==> config.mk <==
export PLATFORM = sky130hd
export DESIGN_NAME = uart_tx_frame_fsm
export DESIGN_NICKNAME = d
export VERILOG_FILES = /design/src/rtl/uart_tx_pkg.sv /design/src/rtl/uart_tx_frame_fsm.sv
export SDC_FILE = /design/constraint.sdc
export NUM_CORES = 1
export LEC_CHECK = 0
export ABC_AREA = 1
export CORE_MARGIN = 4
export CORE_UTILIZATION = 51
export CTS_BUF_LIST = sky130_fd_sc_hd__clkbuf_16
export CTS_CLUSTER_SIZE = 40
export DETAILED_ROUTE_END_ITERATION = 16
export HOLD_SLACK_MARGIN = 0.03
export PLACE_DENSITY = 0.82
export SYNTH_ARGS = -nofsm -noshare
export SYNTH_HDL_FRONTEND = slang
export SYNTH_SLANG_ARGS = --single-unit
==> constraint.sdc <==
create_clock -name clk -period 4 [get_ports clk]
set_input_delay 0.6 -clock clk [delete_from_list [all_inputs] [get_ports clk]]
set_output_delay 0.6 -clock clk [all_outputs]
set_load 0.01 [all_outputs]
==> src/rtl/uart_tx_pkg.sv <==
// Shared constants for the UART TX path: one-hot frame state codes plus
// bit-order and FIFO-status encodings used by the shift register.
package uart_tx_pkg;

    typedef enum logic [4:0] {
        ST_INTERVAL  = 5'b0_0001,
        ST_STARTBIT  = 5'b0_0010,
        ST_DATABITS  = 5'b0_0100,
        ST_PARITYBIT = 5'b0_1000,
        ST_STOPBIT   = 5'b1_0000
    } tx_state_e;

    localparam logic BIGEND    = 1'b1;
    localparam logic LITTLEEND = 1'b0;
    localparam logic EMPTY     = 1'b1;
    localparam logic NONEMPTY  = 1'b0;

endpackage

==> src/rtl/uart_tx_frame_fsm.sv <==
// UART TX framing FSM: interval -> start -> data -> optional parity -> stop(s),
// advancing only on baud ticks; drives state/bit index for the shift register.
module uart_tx_frame_fsm
    import uart_tx_pkg::*;
#(
    parameter int DATA_BITS = 8
) (
    input  logic       clk,
    input  logic       rst,
    input  logic       p_BaudSig_i,
    input  logic       p_FiFoEmpty_i,
    input  logic       p_TxEn_i,
    input  logic       p_ParityEn_i,
    input  logic       p_TwoStop_i,
    output logic [4:0] State_o,
    output logic [3:0] BitCounter_o,
    output logic       p_TxBusy_o,
    output logic       p_FrameDone_o
);

    localparam logic [3:0] LAST_DATA = 4'(DATA_BITS - 1);

    tx_state_e  state_q, state_d;
    logic [3:0] cnt_q, cnt_d;
    logic       par_q, par_d;
    logic       two_q, two_d;
    logic       done_q, done_d;

    always_ff @(posedge clk) begin
        if (rst) begin
            state_q <= ST_INTERVAL;
            cnt_q   <= 4'd0;
            par_q   <= 1'b0;
            two_q   <= 1'b0;
            done_q  <= 1'b0;
        end else begin
            state_q <= state_d;
            cnt_q   <= cnt_d;
            par_q   <= par_d;
            two_q   <= two_d;
            done_q  <= done_d;
        end
    end

    // p_BaudSig_i is a one-clk qualifier, not a handshake: every transition
    // needs it, and p_FrameDone_o is a single-cycle strobe with no back-pressure.
    always_comb begin
        state_d = state_q;
        cnt_d   = cnt_q;
        par_d   = par_q;
        two_d   = two_q;
        done_d  = 1'b0;
        unique case (state_q)
            ST_INTERVAL: begin
                cnt_d = 4'd0;
                if (p_BaudSig_i && !p_FiFoEmpty_i && p_TxEn_i) begin
                    state_d = ST_STARTBIT;
                    par_d   = p_ParityEn_i;
                    two_d   = p_TwoStop_i;
                end
            end
            ST_STARTBIT: begin
                if (p_BaudSig_i) begin
                    state_d = ST_DATABITS;
                    cnt_d   = 4'd0;
                end
            end
            ST_DATABITS: begin
                if (p_BaudSig_i) begin
                    if (cnt_q == LAST_DATA) begin
                        state_d = par_q ? ST_PARITYBIT : ST_STOPBIT;
                        cnt_d   = 4'd0;
                    end else begin
                        cnt_d = cnt_q + 4'd1;
                    end
                end
            end
            ST_PARITYBIT: begin
                if (p_BaudSig_i) begin
                    state_d = ST_STOPBIT;
                    cnt_d   = 4'd0;
                end
            end
            ST_STOPBIT: begin
                if (p_BaudSig_i) begin
                    if (cnt_q == {3'b000, two_q}) begin
                        state_d = ST_INTERVAL;
                        cnt_d   = 4'd0;
                        done_d  = 1'b1;
                    end else begin
                        cnt_d = cnt_q + 4'd1;
                    end
                end
            end
            // Corrupted (non-one-hot) state recovers immediately, tick or not.
            default: begin
                state_d = ST_INTERVAL;
                cnt_d   = 4'd0;
            end
        endcase
    end

    assign State_o       = state_q;
    assign BitCounter_o  = cnt_q;
    assign p_TxBusy_o    = (state_q != ST_INTERVAL);
    assign p_FrameDone_o = done_q;

endmodule
==> results_tabular.tex, run 1 <==
\begin{tabular}{lr}
\hline
Metric & Value \\
\hline
\multicolumn{2}{l}{\textbf{Floorplan}} \\
\quad Core box area & 0.00135 mm2 \\
\quad Die Wd & 46.4 um \\
\quad Number of core rows & 13 \\
\quad Die Outline Area & 0.00215 mm2 \\
\quad Die Y-Extent & 46.4 um \\
\quad I/O pin total & 18 \\
\quad Starting density of the core & 55.7\% \\
\multicolumn{2}{l}{\textbf{Logic synthesis}} \\
\quad Synthesized instance count & 119 \\
\quad Most used flip-flop cell after synthesis & sky130\_fd\_sc\_hd\_\_dfxtp\_1 \\
\quad Synthesized flop and latch total & 12 \\
\quad Ranking of synthesized cells by area & sky130\_fd\_sc\_hd\_\_dfxtp\_1 32\%, sky130\_fd\_sc\_hd\_\_nand2\_1 17\%, sky130\_fd\_sc\_hd\_\_nand3\_1 9.3\% \\
\quad Proportion of synthesized flip-flops having asynchronous set or reset & 0\% \\
\quad Average cell area after synthesis & 6.32 um2 \\
\quad Synthesized net count & 127 \\
\quad Cell area after technology mapping & 752 um2 \\
\quad Most used standard cells in the synthesized netlist & 35 x sky130\_fd\_sc\_hd\_\_nand2\_1, 16 x sky130\_fd\_sc\_hd\_\_nor2\_1, 14 x sky130\_fd\_sc\_hd\_\_nand3\_1 \\
\quad Library cell with the highest instance count after synthesis & sky130\_fd\_sc\_hd\_\_nand2\_1 \\
\quad Synth area leader & sky130\_fd\_sc\_hd\_\_dfxtp\_1 \\
\quad Synth warnings & 0 \\
\quad Number of library cell types mapped by synthesis & 19 \\
\quad Post-synthesis sequential area ratio & 31.9\% \\
\quad Number of enable flip-flop cells after synthesis & 0 \\
\quad Share of Yosys cell area claimed by the top area cell type & 31.9\% \\
\multicolumn{2}{l}{\textbf{Hold path}} \\
\quad Worst hold path cell count & 2 \\
\quad Worst hold endpoint & two\_q\$\_SDFFE\_PP0P\_ \\
\quad Kind of path behind the tightest hold check & register to register \\
\quad Hold Path Origin & two\_q\$\_SDFFE\_PP0P\_ \\
\multicolumn{2}{l}{\textbf{Detailed routing}} \\
\quad Via total after detailed routing & 807 \\
\quad Via density & 5.21 \\
\quad Remaining antenna violation count & 0 \\
\quad Number of violations reported at the end of detailed-routing iteration 0 & 29 \\
\quad Post-Route WL & 1820 um \\
\quad TritonRoute pass-1 iters & 4 \\
\quad DR WL/cell & 11.8 um \\
\quad Post-route DRC & 0 \\
\multicolumn{2}{l}{\textbf{STA}} \\
\quad Number of setup violations in the final report & 0 \\
\quad Final hold vios & 0 \\
\quad Slew margin rel. & 80.5\% \\
\quad Unrepaired setup endpoints after global routing & no \\
\quad Maximum clock frequency & 484 MHz \\
\quad Minimum setup slack in the final design & 1930 ps \\
\quad Transition time at the pin with the least slew margin & 292 ps \\
\quad Share of the clock period used by the worst path & 51.6\% \\
\quad Setup clock skew after layout & 3.12 ps \\
\quad Number of slew-limit violations in the final report & 0 \\
\quad Time the worst path needs with I/O delays and setup & 2070 ps \\
\quad Final-layout setup total negative slack & 0 ps \\
\multicolumn{2}{l}{\textbf{Final layout}} \\
\quad Sequential cell area & 240 um2 \\
\quad Summed area of non-filler cells in the final layout & 0.00102 mm2 \\
\quad Filler cells & 118 \\
\quad Antenna cells & 0 \\
\quad Share of cells above drive strength 1 & 12.1\% \\
\quad Count of nets after finishing & 149 \\
\quad Synthesis-to-layout area growth & 35.6\% \\
\quad Multi-input gate area in the final layout & 455 um2 \\
\multicolumn{2}{l}{\textbf{Power and ir drop}} \\
\quad Proportion of power drawn by flip-flops and latches & 26.0\% \\
\quad Ratio of total power to cell area & 684 mW/mm2 \\
\quad Relative contribution of combinational cells to total power & 48.3\% \\
\quad Clk network pwr share & 25.6\% \\
\quad LEAKAGE & 0.499 nW \\
\quad Worst vdd ir & 0.531 mV \\
\quad Power dissipated by switching net loads & 0.280 mW \\
\quad Switching part of the total & 40.1\% \\
\quad Design internal power & 0.418 mW \\
\multicolumn{2}{l}{\textbf{Global route}} \\
\quad Initial antenna violation count & 0 \\
\quad Number of global-route vias before repair & 758 \\
\quad Total overflow reported by the global router & 0 \\
\quad First-pass GRT wire length & 3160 um \\
\quad Global routing usage summed across all routing layers & 21.0\% \\
\quad Maximum number of pins on one net before global-route repair & 9 \\
\multicolumn{2}{l}{\textbf{Clock tree}} \\
\quad Maximum clock path buffer count & 2 \\
\quad Post-CTS setup-driven buffer insertion count & 0 \\
\quad Clock root buffer & sky130\_fd\_sc\_hd\_\_clkbuf\_16 \\
\quad Clock input transition at the sequential cells of the worst setup and hold paths & 40 ps \\
\quad CTS tree & built \\
\quad \# resized after CTS & 0 \\
\quad Clock buffer count from CTS & 3 \\
\quad Maximum level of the CTS H-tree & 1 \\
\quad Later-pin clock latency in the skew report & 240 ps \\
\quad Hold\_buf cts & 0 \\
\quad Number of clock sinks & 12 \\
\multicolumn{2}{l}{\textbf{Worst setup path}} \\
\quad Largest fanout of any net on the critical path & 4 \\
\quad Classification of the worst setup path & register to output port \\
\quad Critical path capture point type & output port \\
\quad Critical path launch point type & register \\
\quad Count of cells along the worst register-to-register path & 10 \\
\quad CP Data Arrival Time & 1470 ps \\
\quad Register-to-Register Setup Slack & 2530 ps \\
\quad Data required time at the worst endpoint & 3400 ps \\
\quad Startpoint of the worst register-to-register path & BitCounter\_o[0]\$\_SDFFE\_PP0P\_ \\
\quad Reg2Reg Capture Point & State\_o[2]\$\_SDFFE\_PP0P\_ \\
\multicolumn{2}{l}{\textbf{Outcome}} \\
\quad Outcome & finished clean \\
\multicolumn{2}{l}{\textbf{Flow run}} \\
\quad Number of max-cap violations & 0 \\
\multicolumn{2}{l}{\textbf{Place}} \\
\quad Standard cell area after detailed placement & 941 um2 \\
\quad Number of buffers added on ports & 17 \\
\quad Pre-CTS setup slack & 1910 ps \\
\quad Estimated wirelength of the detail-placed design & 1370 um \\
\quad Final weighted congestion of routability-driven global placement & 0.873 \\
\hline
\end{tabular}
-- worst max-delay path by stage --
stage                                    endpoint  slack, ps               startpoint
final                                  p_TxBusy_o       1930  State_o[0]$_SDFFE_PP1P_
after global placement    State_o[3]$_SDFFE_PP0P_       1980              p_BaudSig_i
after floorplan           State_o[3]$_SDFFE_PP0P_       2560              p_BaudSig_i
after detailed placement  State_o[4]$_SDFFE_PP0P_       1910              p_BaudSig_i
after global routing                   p_TxBusy_o       1790  State_o[0]$_SDFFE_PP1P_
after CTS                              p_TxBusy_o       1930  State_o[0]$_SDFFE_PP1P_
-- kinds of logic after synthesis --
logic type	Yosys count	share of synthesized area [%]
xor+xnor	1	1.16
compound gates	9	5.99
buf+inv	15	7.49
simple gates	81	51.7
fa+ha+maj	1	1.66
flops	12	31.9
-- power by group through the flow --
stage	logic, mW	registers [mW]	clock network [mW]
after floorplan	0.216	0.187	0
after global placement	0.328	0.182	0
after detailed placement	0.332	0.183	0
after CTS	0.337	0.182	0.182
after global routing	0.378	0.186	0.190
final	0.337	0.182	0.179
-- critical path: stages (launching register included) --
cell	delay, ps
sky130_fd_sc_hd__dfxtp_1	380
sky130_fd_sc_hd__inv_1	80
sky130_fd_sc_hd__nor3_1	180
sky130_fd_sc_hd__nand2_1	100
sky130_fd_sc_hd__clkdlybuf4s50_1	490
-- state kept, by name, indices dropped and copies added, names as in the netlist --
name           cells
BitCounter_o       4
State_o            5
p_FrameDone_o      1
par_q              1
two_q              1
-- through the flow --
stage	cells	utilization (%)	hold slack [ps]	total power [mW]
global placement	151	69.7	458	0.510
finish	155	75.5	477	0.697
CTS	155	75.5	478	0.701
floorplan	119	-	444	0.404
detailed placement	151	69.7	466	0.515
global route	155	75.5	511	0.754
-- final cells by class --
type | count | share of cell area (%)
Inverter | 15 | 5.52
Clock inverter | 1 | 0.368
Tap cell | 15 | 1.84
Sequential cell | 12 | 23.6
Multi-Input combinational cell | 92 | 44.7
Timing Repair Buffer | 17 | 16.7
Clock buffer | 3 | 7.36
-- cells in the final DEF, fill, tap and decap left out, drive strengths merged --
cell type,instances
a21oi,7
clkbuf,3
clkdlybuf4s50,17
clkinv,1
dfxtp,12
ha,1
inv,15
nand2,36
nand3,16
nand4,3
nor2,24
nor3,1
nor4,1
o21ai,2
xor2,1
-- metal layers --
metal  part of all wire (%)  wire [um]  GRT usage, %
met1                     43        781          24.3
met2                     48        875          33.8
met3                    5.8        105          6.25
met4                    3.3         61          11.9
met5                      0          0             0
Power figures use the tool's default switching activity.
==> inputs of run 2 (changes only) <==
Settings changed: CORE_UTILIZATION 51 to 43, PLACE_DENSITY 0.82 to 0.73.
Clock period 4 ns to 1.85 ns, I/O delays scaled along.
==> run 2 against run 1 <==
Sequential power rose by 120%. Critical path type unchanged. Combinational power grew 120%. Largest cell class unchanged. Critical endpoint unchanged. Register-to-register slack got worse by 2200 ps. Clock power rose by 120%. Clock skew down 2.1 ps. Largest power group unchanged.
==> results_tabular.tex, run 2 (synthesized netlist as in run 1, its figures left out) <==
\begin{tabular}{lr}
\hline
Metric & Value \\
\hline
\multicolumn{2}{l}{\textbf{Outcome}} \\
\quad Outcome & finished clean \\
\multicolumn{2}{l}{\textbf{Power and ir drop}} \\
\quad Proportion of power drawn by flip-flops and latches & 26.1\% (about the same) \\
\quad Ratio of total power to cell area & 1480 mW/mm2 (+120\%) \\
\quad LEAKAGE & 0.497 nW (-0.31\%) \\
\quad Power dissipated by switching net loads & 0.608 mW (+120\%) \\
\quad Worst vdd ir & 0.841 mV (+59\%) \\
\quad Switching part of the total & 40.3\% (+0.19 points) \\
\quad Clk network pwr share & 25.6\% (about the same) \\
\quad Design internal power & 0.900 mW (+120\%) \\
\quad Relative contribution of combinational cells to total power & 48.3\% (about the same) \\
\multicolumn{2}{l}{\textbf{Floorplan}} \\
\quad Die Y-Extent & 49.8 um (+7.4\%) \\
\quad Die Wd & 49.8 um (+7.4\%) \\
\quad Core box area & 0.00158 mm2 (+17\%) \\
\quad Die Outline Area & 0.00248 mm2 (+15\%) \\
\quad I/O pin total & 18 (unchanged) \\
\quad Number of core rows & 14 (+1) \\
\quad Starting density of the core & 47.7\% (-8.0 points) \\
\multicolumn{2}{l}{\textbf{Detailed routing}} \\
\quad Number of violations reported at the end of detailed-routing iteration 0 & 31 (+6.9\%) \\
\quad TritonRoute pass-1 iters & 4 (unchanged) \\
\quad Post-Route WL & 1840 um (+0.77\%) \\
\quad Wire length the detailed router placed on met1 & 870 um (+11\%) \\
\quad Met2 WL post-DR & 799 um (-8.7\%) \\
\quad DR WL/cell & 11.9 um (+0.77\%) \\
\quad Post-route DRC & 0 (unchanged) \\
\quad Via total after detailed routing & 807 (unchanged) \\
\quad Highest metal used & met4 \\
\quad Via density & 5.21 (unchanged) \\
\quad Remaining antenna violation count & 0 (unchanged) \\
\quad Total length of routed met3 wires & 130 um (+24\%) \\
\multicolumn{2}{l}{\textbf{Worst setup path}} \\
\quad Crit path buf inv count & 2 (unchanged) \\
\quad Largest delay contributor family on the critical path & buffers and inverters \\
\quad Critical path launch point type & register \\
\quad Startpoint of the worst register-to-register path & BitCounter\_o[0]\$\_SDFFE\_PP0P\_ \\
\quad CP Data Arrival Time & 1480 ps (about the same) \\
\quad Delay contributed by the slowest stage of the critical path & 490 ps (about the same) \\
\quad Data required time at the worst endpoint & 1570 ps (-1830 ps) \\
\quad Critical path capture point type & output port \\
\quad Master of the slowest instance on the critical path & sky130\_fd\_sc\_hd\_\_clkdlybuf4s50\_1 \\
\quad Largest fanout of any net on the critical path & 4 (unchanged) \\
\quad Worst path cell trace & inv\_1 > nor3\_1 > nand2\_1 > clkdlybuf4s50\_1 \\
\quad Start point of the critical path & State\_o[0]\$\_SDFFE\_PP1P\_ \\
\quad Classification of the worst setup path & register to output port \\
\multicolumn{2}{l}{\textbf{Clock tree}} \\
\quad Later-pin clock latency in the skew report & 240 ps (about the same) \\
\quad Clock buffer count from CTS & 3 (unchanged) \\
\quad Number of clock sinks & 12 (unchanged) \\
\quad CTS tree & built \\
\quad Maximum level of the CTS H-tree & 1 (unchanged) \\
\quad Clock root buffer & sky130\_fd\_sc\_hd\_\_clkbuf\_16 \\
\quad Clock input transition at the sequential cells of the worst setup and hold paths & 40 ps (about the same) \\
\quad \# resized after CTS & 0 (unchanged) \\
\quad Maximum clock path buffer count & 2 (unchanged) \\
\quad Hold\_buf cts & 0 (unchanged) \\
\quad Post-CTS setup-driven buffer insertion count & 0 (unchanged) \\
\multicolumn{2}{l}{\textbf{Final layout}} \\
\quad Filler cells & 140 (+19\%) \\
\quad Share of cells above drive strength 1 & 12.2\% (+0.087 points) \\
\quad Sequential cell area & 240 um2 (unchanged) \\
\quad Multi-input gate area in the final layout & 455 um2 (unchanged) \\
\quad Antenna cells & 0 (unchanged) \\
\quad Final Instance Count excl. Fillers & 155 (unchanged) \\
\quad Summed area of non-filler cells in the final layout & 0.00102 mm2 (-0.25\%) \\
\quad Synthesis-to-layout area growth & 35.3\% \\
\quad Max reg flops & 5 (unchanged) \\
\quad Most common cell after layout, fill and taps aside & sky130\_fd\_sc\_hd\_\_nand2\_1 \\
\quad Most frequent cells in the layout & 35 x sky130\_fd\_sc\_hd\_\_nand2\_1, 17 x sky130\_fd\_sc\_hd\_\_clkdlybuf4s50\_1, 16 x sky130\_fd\_sc\_hd\_\_nor2\_1 \\
\quad Count of nets after finishing & 149 (unchanged) \\
\multicolumn{2}{l}{\textbf{STA}} \\
\quad Final-layout setup total negative slack & 0 ps (unchanged) \\
\quad Setup clock skew after layout & 0.975 ps (-2.14 ps) \\
\quad Maximum clock frequency & 570 MHz \\
\quad Slew margin rel. & 80.1\% (-0.41 points) \\
\quad WHS & 462 ps (-14.2 ps) \\
\quad Number of slew-limit violations in the final report & 0 (unchanged) \\
\quad Minimum setup slack in the final design & 96.3 ps (-1840 ps) \\
\quad Final hold vios & 0 (unchanged) \\
\quad Number of setup violations in the final report & 0 (unchanged) \\
\quad Unrepaired setup endpoints after global routing & no \\
\quad Share of the clock period used by the worst path & 94.8\% \\
\quad Transition time at the pin with the least slew margin & 298 ps (+6.11 ps) \\
\quad Time the worst path needs with I/O delays and setup & 1750 ps \\
\multicolumn{2}{l}{\textbf{Global route}} \\
\quad Maximum number of pins on one net before global-route repair & 9 (unchanged) \\
\quad Number of global-route vias before repair & 709 (-6.5\%) \\
\quad Global routing usage summed across all routing layers & 15.6\% (-5.4 points) \\
\quad Initial antenna violation count & 0 (unchanged) \\
\quad Total overflow reported by the global router & 0 (unchanged) \\
\quad First-pass GRT wire length & 2990 um (-5.5\%) \\
\multicolumn{2}{l}{\textbf{Hold path}} \\
\quad Kind of path behind the tightest hold check & register to register \\
\quad Hold Path Origin & two\_q\$\_SDFFE\_PP0P\_ \\
\multicolumn{2}{l}{\textbf{Place}} \\
\quad Placed Instances & 152 (+0.66\%) \\
\quad Standard cell area after detailed placement & 942 um2 (+0.13\%) \\
\quad Final weighted congestion of routability-driven global placement & 0.951 (+8.9\%) \\
\quad Number of buffers added on ports & 17 (unchanged) \\
\quad Estimated wirelength of the detail-placed design & 1370 um (+0.47\%) \\
\quad Pre-CTS setup slack & 75.0 ps (-1840 ps) \\
\multicolumn{2}{l}{\textbf{Flow run}} \\
\quad Number of max-cap violations & 0 (unchanged) \\
\hline
\end{tabular}
-- run 2: cell types whose count changed in the layout (fill, tap and decap cells not counted), sizes merged --
cell	previous run	this run
clkinv	1	0
-- run 2: layout make-up --
type | instances | area share (%)
Timing Repair Buffer | 17 | 16.7
Sequential cell | 12 | 23.6
Clock buffer | 3 | 7.38
Inverter | 15 | 5.54
Multi-Input combinational cell | 92 | 44.8
Tap cell | 16 | 1.97
-- run 2: worst reg2reg max path, stage by stage, from the launching register on --
cell	delay, ps
sky130_fd_sc_hd__dfxtp_1	410
sky130_fd_sc_hd__ha_1	200
sky130_fd_sc_hd__nand2_1	60
sky130_fd_sc_hd__inv_1	70
sky130_fd_sc_hd__nand2_1	70
sky130_fd_sc_hd__nand3_2	80
sky130_fd_sc_hd__nand2_1	80
sky130_fd_sc_hd__nor2_4	190
sky130_fd_sc_hd__nand3_1	100
sky130_fd_sc_hd__nand2_1	80
sky130_fd_sc_hd__nor2_1	40
-- run 2: through the flow --
| step | utilization [%] | power, mW |
|---|---|---|
| 2_1_floorplan | - | 0.873 |
| 3_3_place_gp | 59.8 | 1.10 |
| 3_5_place_dp | 59.8 | 1.11 |
| 4_1_cts | 64.5 | 1.51 |
| 5_1_grt | 64.5 | 1.62 |
| 6_report | 64.5 | 1.51 |
-- run 2: path summary, 6_finish.rpt --
path | to | slack (ps) | cells past startpoint
worst max-delay path | p_TxBusy_o | 100 | 4
worst min-delay path | two_q$_SDFFE_PP0P_ | 460 | 2
worst max register to register | State_o[3]$_SDFFE_PP0P_ | 370 | 10
worst min register to register | two_q$_SDFFE_PP0P_ | 460 | 2
-- run 2: power groups by stage --
stage,sequential [mW],combinational (mW),clock [mW]
floorplan,0.405,0.467,0
global placement,0.393,0.709,0
detailed placement,0.396,0.713,0
CTS,0.392,0.729,0.389
global route,0.405,0.809,0.402
finish,0.394,0.728,0.386
-- run 2: routing by layer --
| metal | GRT usage, % | up-vias |
|---|---|---|
| met5 | 0 | - |
| li1 | - | 423 |
| met4 | 8.29 | 0 |
| met3 | 2.41 | 5 |
| met1 | 20.6 | 343 |
| met2 | 24.0 | 36 |
